**src/rtl/demux_dispatch_ctrl.sv**
```systemverilog
// Stream dispatcher for a 1-to-N demux with one registered output beat.
// Round-robin over enabled channels, or a fixed channel in fixed mode.
module demux_dispatch_ctrl #(
    parameter  int DATA_W = 8,
    parameter  int N_OUT  = 4,
    parameter  int CNT_W  = 16,
    localparam int SEL_W  = $clog2(N_OUT)
) (
    input  logic              clk,
    input  logic              rst,
    input  logic              in_valid,
    input  logic [DATA_W-1:0] in_data,
    output logic              in_ready,
    input  logic [N_OUT-1:0]  ch_en,
    input  logic              fix_mode,
    input  logic [SEL_W-1:0]  fix_sel,
    output logic [N_OUT-1:0]  out_valid,
    output logic [DATA_W-1:0] out_data,
    input  logic [N_OUT-1:0]  out_ready,
    output logic [SEL_W-1:0]  cur_sel,
    output logic [CNT_W-1:0]  sent_cnt
);

    typedef enum logic {IDLE, BUSY} state_t;

    state_t           state_q;
    state_t           state_d;
    logic [SEL_W-1:0] rr_ptr;
    logic [SEL_W-1:0] rr_tgt;
    logic             rr_ok;
    logic [SEL_W-1:0] idx;
    logic [SEL_W-1:0] target;
    logic             tgt_ok;
    logic             deliver;
    logic             accept;

    // Round-robin search: the smallest offset from rr_ptr with an enabled channel wins.
    always_comb begin
        rr_tgt = '0;
        rr_ok  = 1'b0;
        idx    = '0;
        for (int k = N_OUT - 1; k >= 0; k--) begin
            idx = rr_ptr + SEL_W'(k);
            if (ch_en[idx]) begin
                rr_tgt = idx;
                rr_ok  = 1'b1;
            end
        end
    end

    // Target selection between fixed and round-robin modes.
    always_comb begin
        target = rr_tgt;
        tgt_ok = rr_ok;
        if (fix_mode) begin
            target = fix_sel;
            tgt_ok = ch_en[fix_sel];
        end
    end

    assign deliver = (state_q == BUSY) & out_ready[cur_sel];
    assign accept  = in_valid & in_ready;

    // State register.
    always_ff @(posedge clk or posedge rst) begin
        if (rst) state_q <= IDLE;
        else     state_q <= state_d;
    end

    // Next state: load on accept, empty on deliver unless refilled in the same cycle.
    always_comb begin
        state_d = state_q;
        unique case (state_q)
            IDLE:    if (accept) state_d = BUSY;
            BUSY:    if (deliver && !accept) state_d = IDLE;
            default: state_d = IDLE;
        endcase
    end

    // Outputs: one-hot valid from the held channel; ready blocked while in reset.
    always_comb begin
        out_valid = '0;
        if (state_q == BUSY) out_valid = N_OUT'(1) << cur_sel;
        in_ready = ~rst & tgt_ok & ((state_q == IDLE) | deliver);
    end

    // Held beat, its channel and the round-robin pointer.
    always_ff @(posedge clk or posedge rst) begin
        if (rst) begin
            out_data <= '0;
            cur_sel  <= '0;
            rr_ptr   <= '0;
        end else if (accept) begin
            out_data <= in_data;
            cur_sel  <= target;
            if (!fix_mode) rr_ptr <= target + SEL_W'(1);
        end
    end

    // Delivered-beat counter, wraps naturally.
    always_ff @(posedge clk or posedge rst) begin
        if (rst)          sent_cnt <= '0;
        else if (deliver) sent_cnt <= sent_cnt + CNT_W'(1);
    end

endmodule

```
**config.mk**
```make
export PLATFORM = sky130hd
export DESIGN_NAME = demux_dispatch_ctrl
export DESIGN_NICKNAME = d
export VERILOG_FILES = /design/src/rtl/demux_dispatch_ctrl.sv
export SDC_FILE = /design/constraint.sdc
export NUM_CORES = 1
export LEC_CHECK = 0
export CORE_ASPECT_RATIO = 2
export CORE_UTILIZATION = 40
export DETAILED_ROUTE_END_ITERATION = 7
export GPL_TIMING_DRIVEN = 0
export PLACE_DENSITY = 0.73
export SLEW_MARGIN = 0
export SYNTH_ARGS = -nofsm -noshare
export SYNTH_HDL_FRONTEND = slang
export SYNTH_SLANG_ARGS = --single-unit
```
**constraint.sdc**
```tcl
create_clock -name clk -period 1.8 [get_ports clk]
set_input_delay 0.27 -clock clk [delete_from_list [all_inputs] [get_ports clk]]
set_output_delay 0.27 -clock clk [all_outputs]
set_load 0.05 [all_outputs]
```
# Word level (Yosys, flattened, before mapping)
# Cells that the tools add are included.
[word_totals]
regBits = 29
inputBits = 22
out_inout_bits = 31
elab_cells = 54
[op_classes]
addsub = 5
magnitude_cmp = 6
shift = 1
muxes = 26
bitwise = 8
n_reduce_logical = 3
[ops]
columns = ["op", "n"]
rows = [
  ["2-bit by 3-bit less-than comparator with 1-bit output (second input constant)", 6],
  ["16-bit by 1-bit adder with 16-bit output (second input constant)", 1],
  ["1-bit two-way mux", 13],
  ["1-bit binary-select mux with 2-bit select", 6],
  ["2-bit two-way mux", 5],
  ["2-bit by 1-bit adder with 2-bit output (second input constant)", 2],
  ["2-bit adder (second input constant)", 2],
  ["1-bit bitwise AND", 4],
  ["4-bit two-way mux", 1],
  ["1-bit by 2-bit left shift with 4-bit output (first input constant)", 1],
  ["1-bit inverter", 3],
  ["1-bit one-hot mux with 2 select lines", 1],
  ["2-bit AND reduction", 1],
  ["1-bit logical AND", 1],
  ["1-bit logical NOT", 1],
  ["1-bit OR", 1],
]

# Longest topological paths before layout
# Gate-level depths: netlist (run 1).
[logic_depth]
ltp_word = 15
mapped_depth = 7
mapped_depth_nobuf = 5

# Worst setup path after synthesis (run 1)
# No wires, ideal clock.
[synth_timing]
path_kind = "input to register"
start = "input port rst"
end = "register cur_sel[0]"
setup_time_ps = 125
t_arrival_ps = 2951
required_ps = 1675
setup_slack_ps = -1277
cell_stages = 6
path_buffers = 1
path_cell_list = "inv_1 > o21ai_1 > nor4_2 > and2_4 > buf_12 > mux2_4"
[synth_between]
elab_chain_cells = 4
[synth_rtl]
columns = ["element", "line_no", "rtl"]
rows = [
  ["start, declared", "10", "input logic rst,"],
  ["1-bit inverter", "84", "in_ready = ~rst & tgt_ok & ((state_q == IDLE) | deliver);"],
  ["1-bit bitwise AND (2 in series)", "84", ""],
  ["via in_ready", "13", "output logic in_ready,"],
  ["1-bit bitwise AND", "62", "assign accept = in_valid & in_ready;"],
  ["end signal, assigned", "95", "cur_sel <= target;"],
  ["end, declared", "20", "output logic [SEL_W-1:0] cur_sel,"],
]
# The timed path passes the listed nets, and every way through them passes these cells.
# A chain may end at the register's enable or synchronous reset.

# Worst setup path in the final report (run 1)
[layout_timing]
start = "register cur_sel[0]"
end = "output port in_ready"
[layout_between]
elab_chain_cells = 5
[layout_rtl]
columns = ["element", "line_no", "rtl"]
rows = [
  ["1-bit binary-select mux with 2-bit select", "61", "assign deliver = (state_q == BUSY) & out_ready[cur_sel];"],
  ["1-bit two-way mux (implied by the code)", "61", ""],
  ["1-bit bitwise AND", "61", ""],
  ["1-bit OR", "84", ""],
  ["1-bit bitwise AND", "84", ""],
  ["end, declared", "13", ""],
]
# Every way passes these cells. The select of a mux whose other input is x is not followed.

==> flow_metrics.env, run 1 <==
export IMPL_max_cap_violations=0
export IMPL_peakVddDrop_v=0.00106
export IMPL_core_um2=3610
export IMPL_ff2ff_setup_slack_ns=-0.08
export IMPL_root_buffer="clkbuf_8"
export IMPL_ys_types=38
export IMPL_avgSynthCellArea_um2=11.9
export IMPL_rows=31
export IMPL_critPathLaunchType="register"
export IMPL_num_io_pins=53
export IMPL_drc_errors=0
export IMPL_setup_ws_ns=-0.0881
export IMPL_area_delta_synth_final_pct=63.4
export IMPL_clock_latency_ns=0.28
export IMPL_finClkSkew_ns=0.00547
export IMPL_numCtsBuffers=5
export IMPL_wl_per_cell_um=15.8
export IMPL_synthFlopType="dfrtp_1"
export IMPL_netlist_area_leader_share=0.479
export IMPL_min_path_type="input pin to register"
export IMPL_ys_seq_area_frac=0.479
export IMPL_routed_via_count=1287
export IMPL_die_x_um=45.5
export IMPL_clock_path_buffers=2
export IMPL_yosysTopAreaCell="dfrtp_1"
export IMPL_hold_buffers=0
export IMPL_critPathArrivalTime_ns=1.62
export IMPL_power_density_nw_per_um2=1460
export IMPL_critPathCaptureType="primary output"
export IMPL_io_buffers=52
export IMPL_synthCells=127
export IMPL_grt_pass1_wl_um=5830
export IMPL_slew_violations=0
export IMPL_grt_usage=0.203
export IMPL_cp_required_ns=1.53
export IMPL_syn_cell_area_um2=1510
export IMPL_crit_type="register to primary output"
export IMPL_cts_sinks=29
export IMPL_antenna_diode_count=0
export IMPL_yosysWarnings=0
export IMPL_die_area_um2=4050
export IMPL_clk_pin_slew_worst_paths_ns=0.06
export IMPL_place_ws_ns=-1.08
export IMPL_worst_path_max_fanout=5
export IMPL_finalWeightedCongestion=0.752
export IMPL_tritoncts="done"
export IMPL_dieHeight_um=89.0
export IMPL_fmax_mhz=530
export IMPL_finalSetupTns_ns=-0.851
export IMPL_power_leakage_nw=1.18
export IMPL_post_route_period_util=1.05
export IMPL_wirelength_um=3920
export IMPL_start_util=0.420
export IMPL_yosys_register_bits=29
export IMPL_synthArstFlopShare=1.00
export IMPL_antenna_found_initial=0
export IMPL_min_period_ns=1.89
export IMPL_drt_first_pass_iters=4
export IMPL_vias_per_cell=5.19
export IMPL_run_status="complete, but fails checks"
export IMPL_overflow=0
export IMPL_nets=221
export IMPL_ant_nets=0
export IMPL_rsz0062_at_grt="true"
export IMPL_drt_iter0_markers=17
export IMPL_violations="negative setup slack"
export IMPL_grt_max_degree=16
export IMPL_place_hpwl_um=2680
export IMPL_hold_viol_final=0
export IMPL_worstMarginPinSlew_ns=0.703
export IMPL_drive_gt1_frac=0.332
export IMPL_synth_area_leaders="dfrtp_1 48%, mux2_4 8.9%, xnor2_1 8.1%"
export IMPL_setup_viol=12
export IMPL_synth_edf_count=0
export IMPL_htreeDepth=2
export IMPL_grt_pass1_vias=1330
export IMPL_syn_nets=150
export IMPL_max_slew_margin=0.528
==> metal layers <==
| layer | vias to the layer above | wire length (µm) | global-route usage |
|---|---|---|---|
| met5 | - | 0 | 0 |
| met4 | 0 | 89 | 0.110 |
| met3 | 9 | 146 | 0.0444 |
| met2 | 41 | 2410 | 0.403 |
| met1 | 648 | 1270 | 0.169 |
| li1 | 589 | - | - |
==> sequential cells by signal, indices dropped and copies added (netlist names) <==
name	count
cur_sel	2
out_data	8
rr_ptr	2
sent_cnt	16
state_q	1
==> metrics by stage <==
stage / util / total power [mW] / hold slack [ns] / cell area (µm²) / instances
5_1_grt: 0.686 / 3.74 / 0.463 / 2470 / 248
3_3_place_gp: 0.598 / 2.75 / 0.462 / 2160 / 228
6_report: 0.686 / 3.60 / 0.448 / 2470 / 248
2_1_floorplan: - / 2.25 / 0.183 / 1580 / 127
3_5_place_dp: 0.598 / 2.81 / 0.470 / 2160 / 228
4_1_cts: 0.652 / 3.58 / 0.465 / 2350 / 242
==> placed cells by master, fill, tap and decap left out, types with 5 or more instances in the layout <==
cell type        count
xnor2_1             12
clkbuf_8             6
clkdlybuf4s50_1     29
mux2_4              14
nor2_1               8
buf_4                8
dlymetal6s2s_1       6
dfrtp_1             27
nand4_1              5
dlygate4sd2_1       12
buf_6                5
==> logic make-up (layout without fill, tap and decap cells) <==
group,Yosys count,after routing,synth area share
simple gates,42,42,0.161
mux,16,16,0.149
flops,29,29,0.479
xor+xnor,16,16,0.0926
fa+ha+maj,1,1,0.00826
buf+inv,9,81,0.0430
compound gates,14,14,0.0669
==> worst max-delay path: stages, from the launching register on <==
cell     delay (ns)
dfrtp_2        0.41
buf_6          0.13
mux2_4         0.31
o22ai_4        0.21
nor4_4         0.06
buf_4          0.21
==> what timing repair did <==
action / 4_1_cts / 5_1_grt
gates resized for setup: 36 / 19
setup buffers: 4 / 7
pin swaps: 5 / 6
hold endpoints to repair: 0 / 0
endpoints found under the setup margin: 26 / 28
cloned: 2 / 0
==> Yosys cell counts, types with 2 or more instances <==
library cell	instances
mux2_2	2
xor2_1	2
nand2_1	8
xnor2_1	14
mux2_1	4
buf_6	2
nor2_1	8
inv_1	6
nand2b_1	2
a21oi_1	4
and2_1	2
nand4_1	5
dfrtp_1	29
nor2b_1	2
o221ai_1	2
nand3_1	5
mux2_4	9
==> cell type report <==
| class | count | area (µm²) |
|---|---|---|
| clock inverter | 1 | 30.0 |
| fill | 285 | 1130 |
| tap | 49 | 61.3 |
| clock buffer | 7 | 86.3 |
| multi-input combinational | 89 | 860 |
| timing repair inverter | 1 | 5.00 |
| buffer | 2 | 31.3 |
| sequential | 29 | 728 |
| timing repair buffer | 64 | 646 |
| inverter | 6 | 26.3 |
==> path summary, 6_finish.rpt <==
| path | depth (start not counted) | end | startpoint |
|---|---|---|---|
| max reg2reg | 7 | out_data[2]$_DFFE_PP0P_ | cur_sel[0]$_DFFE_PP0P_ |
| min reg2reg | 1 | sent_cnt[15]$_DFFE_PP0P_ | sent_cnt[15]$_DFFE_PP0P_ |
| max | 5 | in_ready | cur_sel[0]$_DFFE_PP0P_ |
| max in group asynchronous | 2 | out_data[6]$_DFFE_PP0P_ | rst |
| min in group asynchronous | 3 | sent_cnt[5]$_DFFE_PP0P_ | rst |
| min | 3 | cur_sel[1]$_DFFE_PP0P_ | fix_mode |
==> power by group <==
part           internal (mW)  leakage (nW)  total [mW]  switching (mW)
Clock                  0.451        0.0585       0.708           0.257
Combinational          0.791         0.760        1.86            1.07
Sequential             0.845         0.362        1.04           0.191
Total                   2.09          1.18        3.60            1.51
No activity file was read; power rests on OpenSTA's default activity.
==> inputs of run 2 (changes only) <==
--- a/config.mk
+++ b/config.mk
@@ -14,3 +14,4 @@
 export SYNTH_ARGS = -nofsm -noshare
 export SYNTH_HDL_FRONTEND = slang
 export SYNTH_SLANG_ARGS = --single-unit
+export TNS_END_PERCENT = 30
==> run 2 against run 1 <==
- the flow still finishes with violations (negative setup slack)
- register-to-register slack better by 0.06 ns
- first-iteration DRC count is 35% higher
- die area did not move
- routed wire length is 8.2% lower
- largest cell class unchanged
- critical path type is now register to register
- final cell count down 2.8%
- global-route usage fell by 0.55 points
==> flow_metrics.env, run 2 (same netlist as run 1, synthesis figures left out) <==
export IMPL_fin_util=0.636
export IMPL_seq_area_um2=728
export IMPL_cpMostUsedCell="mux2_4"
export IMPL_num_io_pins=53
export IMPL_peakVddDrop_v=0.000895
export IMPL_max_cap_violations=0
export IMPL_clock_path_buffers=2
export IMPL_slew_violations=0
export IMPL_drt_first_pass_iters=4
export IMPL_place_hpwl_um=2550
export IMPL_p_comb_frac=0.516
export IMPL_vias_per_cell=5.09
export IMPL_dieHeight_um=89.0
export IMPL_regMostFlops="sent_cnt"
export IMPL_slowest_delay_ns=0.47
export IMPL_hold_viol_final=0
export IMPL_crit_chain="mux2_4, o22ai_4, nor4_4, and2_4, clkbuf_16, mux2_4"
export IMPL_critPathArrivalTime_ns=2.00
export IMPL_largest_reg_flops=16
export IMPL_grt_max_degree=16
export IMPL_hold_buffers=0
export IMPL_start_util=0.420
export IMPL_setup_ws_ns=-0.0216
export IMPL_fmax_mhz=549
export IMPL_pwr_share_clk=0.164
export IMPL_p_int_mw=1.80
export IMPL_numCtsBuffers=5
export IMPL_finalWeightedCongestion=0.796
export IMPL_worst_path_max_fanout=8
export IMPL_final_area_um2=2300
export IMPL_post_route_period_util=1.01
export IMPL_area_delta_synth_final_pct=51.7
export IMPL_wl_per_cell_um=14.9
export IMPL_power_leakage_nw=1.08
export IMPL_finClkSkew_ns=0.00628
export IMPL_slowest_stage="dfrtp_2"
export IMPL_antenna_diode_count=0
export IMPL_place_inst=228
export IMPL_cts_sinks=29
export IMPL_drt_iter0_markers=23
export IMPL_rows=31
export IMPL_cp_required_ns=1.98
export IMPL_worstMarginPinSlew_ns=0.656
export IMPL_wirelength_um=3600
export IMPL_run_status="complete, but fails checks"
export IMPL_power_net_switching_mw=1.48
export IMPL_top_regs="sent_cnt: 16 flops, out_data: 8 flops"
export IMPL_die_x_um=45.5
export IMPL_swShare=0.451
export IMPL_core_um2=3610
export IMPL_grt_usage=0.198
export IMPL_htreeDepth=2
export IMPL_min_period_ns=1.82
export IMPL_max_slew_margin=0.560
export IMPL_root_buffer="clkbuf_8"
export IMPL_grt_pass1_wl_um=5770
export IMPL_rsz0062_at_grt="true"
export IMPL_final_cells=241
export IMPL_routed_via_count=1227
export IMPL_setup_viol=4
export IMPL_clock_latency_ns=0.29
export IMPL_tritoncts="done"
export IMPL_clk_pin_slew_worst_paths_ns=0.07
export IMPL_p_seq_frac=0.320
export IMPL_drc_errors=0
export IMPL_r2r_cells=6
export IMPL_violations="negative setup slack"
export IMPL_critPathCaptureType="register"
export IMPL_multiInputGateArea_um2=785
export IMPL_antenna_found_initial=0
export IMPL_ant_nets=0
export IMPL_nets=214
export IMPL_place_area_um2=2120
export IMPL_drive_gt1_frac=0.255
export IMPL_fill_cells=316
export IMPL_power_density_nw_per_um2=1430
export IMPL_io_buffers=52
export IMPL_overflow=0
export IMPL_die_area_um2=4050
export IMPL_mostFrequentLayoutCells="27 x clkdlybuf4s50_1, 27 x dfrtp_1, 15 x dlygate4sd2_1"
export IMPL_critPathLaunchType="register"
export IMPL_finalSetupTns_ns=-0.0589
export IMPL_min_path_type="input pin to asynchronous set/reset pin"
export IMPL_crit_type="register to register"
export IMPL_grt_pass1_vias=1256
[run 2: cell type report]
cell class,count,area share
plain buffers,2,0.0136
flip-flops and latches,29,0.317
clock buffers,5,0.0300
clock inverters,3,0.00763
repair inverters,1,0.00218
multi-input cells,89,0.342
inverters,6,0.0114
well taps,49,0.0267
repair buffers,57,0.250
[run 2: per-layer routing]
| layer | track usage | share of wire |
|---|---|---|
| met5 | 0 | 0 |
| met4 | 0.0826 | 0.025 |
| met3 | 0.0586 | 0.051 |
| met2 | 0.351 | 0.57 |
| met1 | 0.207 | 0.36 |
[run 2: per-stage QoR]
step	worst slack, ns	total power, mW	hold WS [ns]
after floorplan	-0.706	2.22	0.183
after CTS	-0.109	3.31	0.463
after global routing	-0.0684	3.43	0.491
final	-0.0216	3.28	0.447
after global placement	-1.04	2.72	0.463
after detailed placement	-1.11	2.76	0.466
[run 2: final timing paths]
| kind | start | end | slack [ns] |
|---|---|---|---|
| worst min-delay path | rst | out_data[2]$_DFFE_PP0P_ | 0.45 |
| worst max register to register | cur_sel[0]$_DFFE_PP0P_ | out_data[6]$_DFFE_PP0P_ | -0.02 |
| worst max-delay path | cur_sel[0]$_DFFE_PP0P_ | out_data[6]$_DFFE_PP0P_ | -0.02 |
| max in group asynchronous | rst | out_data[5]$_DFFE_PP0P_ | 1.01 |
| worst min register to register | sent_cnt[15]$_DFFE_PP0P_ | sent_cnt[15]$_DFFE_PP0P_ | 0.47 |
| min in group clk | sent_cnt[15]$_DFFE_PP0P_ | sent_cnt[15]$_DFFE_PP0P_ | 0.47 |
[run 2: timing repair]
action,4_1_cts,5_1_grt
setup buffers,4,0
gates resized for setup,34,9
pin swaps,2,3
hold endpoints to repair,0,0
setup endpoints to repair,27,28
cloned,1,1
[run 2: power by group through the flow]
stage / clock network [mW] / registers, mW / logic [mW]
floorplan: 0 / 1.55 / 0.668
global placement: 0 / 1.03 / 1.69
detailed placement: 0 / 1.04 / 1.73
CTS: 0.550 / 1.03 / 1.73
global route: 0.563 / 1.09 / 1.78
finish: 0.539 / 1.05 / 1.69
[run 2: worst max-delay path: cells and delay by family, from the launching register on]
kind / cells / cell delay [ns]
multiplexers: 2 / 0.62
AND/OR/NAND/NOR: 2 / 0.27
flip-flops: 1 / 0.47
AO/OA/AOI/OAI: 1 / 0.19
buffers and inverters: 1 / 0.16
